`src/rtl/pc_sequencer.sv`:
```
// rtl/pc_sequencer.sv - program counter sequencer with boot, halt/resume and alignment fault
module pc_sequencer #(
    parameter logic [31:0] RESET_PC = 32'h0000_0000,
    parameter int          CNT_W    = 16
) (
    input  logic             clock,
    input  logic             reset,
    input  logic             stall,
    input  logic             branch,
    input  logic [31:0]      branch_target,
    input  logic             jump,
    input  logic [25:0]      jump_index,
    input  logic             halt_req,
    input  logic             resume,
    output logic [31:0]      pc,
    output logic [31:0]      pc_plus4,
    output logic             fetch_valid,
    output logic [1:0]       state,
    output logic             fault,
    output logic [31:0]      fault_addr,
    output logic [CNT_W-1:0] redirect_count
);

    typedef enum logic [1:0] {
        ST_BOOT   = 2'b00,
        ST_RUN    = 2'b01,
        ST_HALTED = 2'b10,
        ST_FAULT  = 2'b11
    } state_t;

    state_t           state_q;
    logic [31:0]      pc_q;
    logic [31:0]      fault_addr_q;
    logic             fault_q;
    logic [CNT_W-1:0] cnt_q;

    logic [CNT_W-1:0] cnt_d;
    logic [31:0]      jump_pc_d;
    logic             misaligned_d;

    // Next-value helpers: saturating redirect count, region-preserving jump target, alignment test
    always_comb begin
        cnt_d        = (&cnt_q) ? cnt_q : cnt_q + 1'b1;
        jump_pc_d    = {pc_plus4[31:28], jump_index, 2'b00};
        misaligned_d = (branch_target[1:0] != 2'b00);
    end

    // Sequencer FSM: owns pc, state, fault capture and redirect counter
    always_ff @(posedge clock or posedge reset) begin
        if (reset) begin
            state_q      <= ST_BOOT;
            pc_q         <= RESET_PC;
            fault_q      <= 1'b0;
            fault_addr_q <= 32'h0000_0000;
            cnt_q        <= '0;
        end else begin
            case (state_q)
                ST_BOOT: begin
                    // First fetch at RESET_PC happens in the first RUN cycle
                    state_q <= ST_RUN;
                end
                ST_RUN: begin
                    if (!stall) begin
                        if (jump) begin
                            pc_q  <= jump_pc_d;
                            cnt_q <= cnt_d;
                            if (halt_req) state_q <= ST_HALTED;
                        end else if (branch && misaligned_d) begin
                            // Fault wins over halt; pc stays on the faulting instruction
                            state_q      <= ST_FAULT;
                            fault_q      <= 1'b1;
                            fault_addr_q <= branch_target;
                        end else begin
                            if (branch) begin
                                pc_q  <= branch_target;
                                cnt_q <= cnt_d;
                            end else begin
                                pc_q <= pc_plus4;
                            end
                            if (halt_req) state_q <= ST_HALTED;
                        end
                    end
                end
                ST_HALTED: begin
                    if (resume) state_q <= ST_RUN;
                end
                default: begin
                    // FAULT is sticky until reset
                end
            endcase
        end
    end

    assign pc             = pc_q;
    assign pc_plus4       = pc_q + 32'd4;
    assign fetch_valid    = (state_q == ST_RUN) && !stall;
    assign state          = state_q;
    assign fault          = fault_q;
    assign fault_addr     = fault_addr_q;
    assign redirect_count = cnt_q;

endmodule
```
`config.mk`:
```
export PLATFORM = sky130hd
export DESIGN_NAME = pc_sequencer
export DESIGN_NICKNAME = d
export VERILOG_FILES = /design/src/rtl/pc_sequencer.sv
export SDC_FILE = /design/constraint.sdc
export NUM_CORES = 1
export LEC_CHECK = 0
export ABC_AREA = 1
export BUFFER_PORTS_ARGS = -buffer_cell sky130_fd_sc_hd__buf_2
export CAP_MARGIN = 40
export CORE_MARGIN = 2
export CORE_UTILIZATION = 50
export CTS_BUF_LIST = sky130_fd_sc_hd__clkbuf_2 sky130_fd_sc_hd__clkbuf_4 sky130_fd_sc_hd__clkbuf_8
export CTS_CLUSTER_DIAMETER = 60
export CTS_CLUSTER_SIZE = 40
export DETAILED_ROUTE_END_ITERATION = 8
export GPL_TIMING_DRIVEN = 1
export HOLD_SLACK_MARGIN = 0.02
export PLACE_DENSITY = 0.9
export SYNTH_ARGS = -nofsm -noshare
export SYNTH_HDL_FRONTEND = slang
export SYNTH_SLANG_ARGS = --single-unit
```
`constraint.sdc`:
```
create_clock -name clock -period 3.14 [get_ports clock]
set_clock_uncertainty 0.15 [all_clocks]
set_input_delay 0.628 -clock clock [delete_from_list [all_inputs] [get_ports clock]]
set_output_delay 0.628 -clock clock [all_outputs]
set_load 0.1 [all_outputs]
```
== After elaboration in Yosys (flattened, before gate mapping) ==
Index checks and enable logic that the tools add are counted.

* Register bits: 83
* Input port bits: 65
* Output and inout port bits: 116
* Word-level logic and storage cells: 39

* $add $sub $neg: 2
* Eq/ne operators: 5
* Multiplexer cells: 13
* Bitwise gates (word level): 2
* Reduce and logical (&&, ||, !) cells: 12

{| class="wikitable"
|+ Operators with widths
! kind !! number
|-
| two-way mux 32 bit || 3
|-
| two-way mux 16 bit || 4
|-
| adder 32 x 3 -> 32 bit, second input constant || 1
|-
| adder 16 x 1 -> 16 bit, second input constant || 1
|-
| AND reduction 16 bit || 1
|-
| two-way mux 2 bit || 5
|-
| AND reduction 4 bit || 2
|-
| != test 2 bit, second input constant || 3
|-
| case mux 2 bit (3 select lines) || 1
|-
| AND reduction 3 bit || 2
|-
| nonzero test 2 bit || 2
|-
| nonzero test 3 bit || 1
|-
| == test 2 x 1 -> 1 bit, second input constant || 1
|-
| == test 2 bit, second input constant || 1
|-
| logical AND 1 bit || 2
|-
| zero test 2 bit || 1
|-
| inverter 1 bit || 2
|-
| zero test 1 bit || 1
|}

== Longest topological paths before layout ==
* Depth in word-level cells: 6
* Gate-level depth with buffers: 10
* Depth with buffers taken out: 10

== Worst setup path before layout ==
Ideal clock, no wire load.

* Path kind: register to output
* From: reg pc_q[2], in the netlist pc[2]
* To: out pc_plus4[7]
* Arrival: 3.707 ns
* Slack: -1.345 ns
* Stages on the path, launching flop included: 5
* Path buffers: 0
* Cell sequence: dfrtp_1 inv_1 nor2_4 nand2_2 xnor2_1

* Longest elaborated chain between the ends: 1

{| class="wikitable"
|+ RTL lines
! item !! RTL line !! source
|-
| start: declaration || 32 || <nowiki>logic [31:0] pc_q;</nowiki>
|-
| start signal: assignment || 65 || <nowiki>pc_q <= jump_pc_d;</nowiki>
|-
| start signal: assignment || 75 || <nowiki>pc_q <= branch_target;</nowiki>
|-
| start signal: assignment || 78 || <nowiki>pc_q <= pc_plus4;</nowiki>
|-
| adder 32 x 3 -> 32 bit || 95 || <nowiki>assign pc_plus4 = pc_q + 32'd4;</nowiki>
|-
| end: declaration || 16 || <nowiki>output logic [31:0] pc_plus4,</nowiki>
|}

Every way passes these cells.

== Worst setup path after layout ==
* From: reg pc_q[2], in the netlist pc[2]
* To: out pc_plus4[26]

Same word-level chain as after synthesis.

==> results by group <==
Run status
  • Outcome: complete, no violations

Global routing
  • Initial antenna violation count: 0
  • Number of global-route vias before repair: 4,518
  • GRT Overall Usage: 0.268
  • First-pass GRT wire length: 21.9 mm
  • Congestion Overflow GR: 0
  • Largest net degree at the start of global routing: 50

Critical path
  • Crit path arrival time: 2.22 ns
  • Max incr delay on CP: 0.43 ns
  • R2R Setup Slk: 1.04 ns
  • RR Startpoint: redirect_count[0]
  • Crit-path slowest cell: buf_2
  • Crit-path cells: ha_1, nand2_1, nor2_2, nand2_2, nor2_4, nand3b_1, nand2_1, buf_2
  • Crit Path Class: register to output pin
  • Critical Path Source Type: register
  • Most common cell on crit path: nand2_1
  • Reg2Reg Depth: 9
  • Max FO, Critical Path: 4
  • Crit. End Element: output pin
  • Worst Path Required: 2.36 ns
  • R2R Path End: redirect_count[11]

CTS
  • CTS root buffer: clkbuf_8
  • CTS tree: built
  • Clk buf depth: 2
  • H-tree Lvls: 3
  • CTS Hold Bufs: 0
  • TritonCTS Buffers: 9
  • CTS clock-pin slew for the worst setup and hold paths: 0.09 ns
  • Worst skew pair latency: 0.36 ns
  • Clock sink count: 83

Synthesis
  • Synth Instances: 648
  • Yosys warns: 0
  • Synthesized area per cell: 7.60 sq um
  • Netlist Area Pre-Place: 4920 sq um
  • Syn Nets: 715
  • Netlist cell types: 35
  • #FFs+latches synth: 83
  • Seq/Total Area, Yosys: 0.422

Floorplanning
  • IO Pins: 181
  • Row count: 36
  • Die area: 10,700 sq um
  • Core ar.: 9680 sq um
  • Initial Util: 0.509
  • Die height: 103 microns
  • Die width: 103 microns

Flow run
  • Max_cap viols: 0

Route
  • 1st-iter DRT viols: 282
  • DR DRC count: 0
  • Vias/cell: 5.19
  • Antenna Nets Post-Route: 0
  • Post-Route WL: 14.2 mm
  • Vias: 5,010
  • Detailed-router iteration count before antenna repair: 5
  • Wire per inst: 14.7 microns

Place
  • Dpl ws: 0.417 ns
  • Dpl hpwl: 10.9 mm
  • RePlAce Congestion: 0.904
  • IO Port Bufs: 180

STA
  • Max_slew headroom: 0.585
  • RSZ-0062 raised after global routing: false
  • Crit path time final: 3.00 ns
  • Max Clk Rate: 0.333 GHz
  • Measured slew at the worst slew-check pin: 0.622 ns
  • Pins over their slew limit: 0
  • Final period utilization: 0.956
  • Final hold violation count: 0
  • Setup ws final: 0.139 ns
  • Setup violators final: 0

Cells and area
  • Final Util: 0.667
  • Antenna diode count: 0
  • Ratio of cells with drive above 1 in the final layout: 0.346
  • Area of the multi-input gates: 2730 sq um
  • Layout area overhead: 31.3%
  • Nets: 894
  • Register area: 2090 sq um
  • Fillers: 828

Min path
  • Worst Hold Class: primary input to async pin
-- registers in the layout, summed over array words and instances (netlist names) --
signal,cells
fault,1
fault_addr,32
redirect_count,16
pc,32
state,2
-- placed cells by master, fill, tap and decap left out, types with 11 or more instances in the layout --
cell / count
a211oi_1: 21
a21oi_1: 28
buf_2: 176
buf_4: 11
dfrtp_1: 69
dfrtp_2: 14
inv_1: 64
nand2_1: 176
nand2_2: 12
nand3_1: 23
nor2_1: 80
nor2_4: 11
o21ai_0: 39
-- logic make-up (layout without fill, tap and decap cells) --
| family | Yosys count | count (layout) | synth area share |
|---|---|---|---|
| xor gates and xnor gates | 24 | 24 | 0.0503 |
| buffers and inverters | 91 | 275 | 0.0770 |
| and+or+nand+nor | 344 | 344 | 0.318 |
| DFF | 83 | 83 | 0.422 |
| muxes | 4 | 4 | 0.0107 |
| AOI/OAI and AO/OA | 100 | 100 | 0.117 |
| adders and majority gates | 2 | 2 | 0.00508 |
-- synth_stat cells, drive strengths merged --
cell type  instances  area, sq um
o21ai             48          255
mux2               4         52.6
a21oi             28          140
a41oi              2         17.5
nand3             24          120
buf               15         93.8
nor2              98          495
or2                1         6.26
clkbuf             7         26.3
a22oi              1         7.51
nand3b            10         75.1
nor3b              1         7.51
inv               69          259
nand2            198          791
ha                 2         25.0
a211oi            21          158
nor3               4         20.0
and2               2         12.5
nand4              6         37.5
xnor2              9         78.8
dfrtp             83         2080
xor2              15          169
-- worst max path at each step --
| stage | from | end | slack [ns] |
|---|---|---|---|
| after floorplan | pc[2] | pc_plus4[7] | -0.38 |
| after global placement | pc[2] | pc_plus4[24] | 0.46 |
| after detailed placement | pc[2] | pc_plus4[24] | 0.42 |
| after CTS | pc[2] | pc_plus4[24] | 0.01 |
| after global routing | pc[2] | pc_plus4[26] | 0.006 |
| final | pc[2] | pc_plus4[26] | 0.14 |
-- worst max-delay path: cells and delay by family, from the launching register on --
kind          cells  cell delay [ns]
simple gates      6             0.79
fa+ha+maj         1             0.23
flops             1             0.42
buf+inv           1             0.43
-- repair_timing --
action | in CTS | in global routing
setup endpoints to repair | 0 | 4
buffers inserted | 0 | 2
resized for setup | 0 | 6
-- cell type report --
class	instances	share of cell area
Sequential cell	83	0.324
Multi-Input combinational cell	474	0.423
Tap cell	133	0.0257
Timing Repair Buffer	190	0.154
Inverter	69	0.0408
Clock inverter	5	0.00949
Clock buffer	11	0.0225
-- metal layers --
metal / track usage / up-vias / wire length [microns]
li1: - / 2432 / -
met1: 0.369 / 2317 / 6060
met2: 0.432 / 232 / 6760
met3: 0.0376 / 29 / 1000
met4: 0.108 / 0 / 376
met5: 0 / - / 0
-- per-stage QoR --
stage / hold slack [ns] / cell area (sq um) / instances / TNS (ns)
2_1_floorplan: 0.612 / 5210 / 648 / -1.64
3_3_place_gp: 0.298 / 6230 / 947 / 0
3_5_place_dp: 0.300 / 6230 / 947 / 0
4_1_cts: 0.188 / 6440 / 963 / 0
5_1_grt: 0.215 / 6460 / 965 / 0
6_report: 0.171 / 6460 / 965 / 0
Power is not shown: default switching activity piles up to over one toggle a cycle in this logic, so the estimate is an artifact.
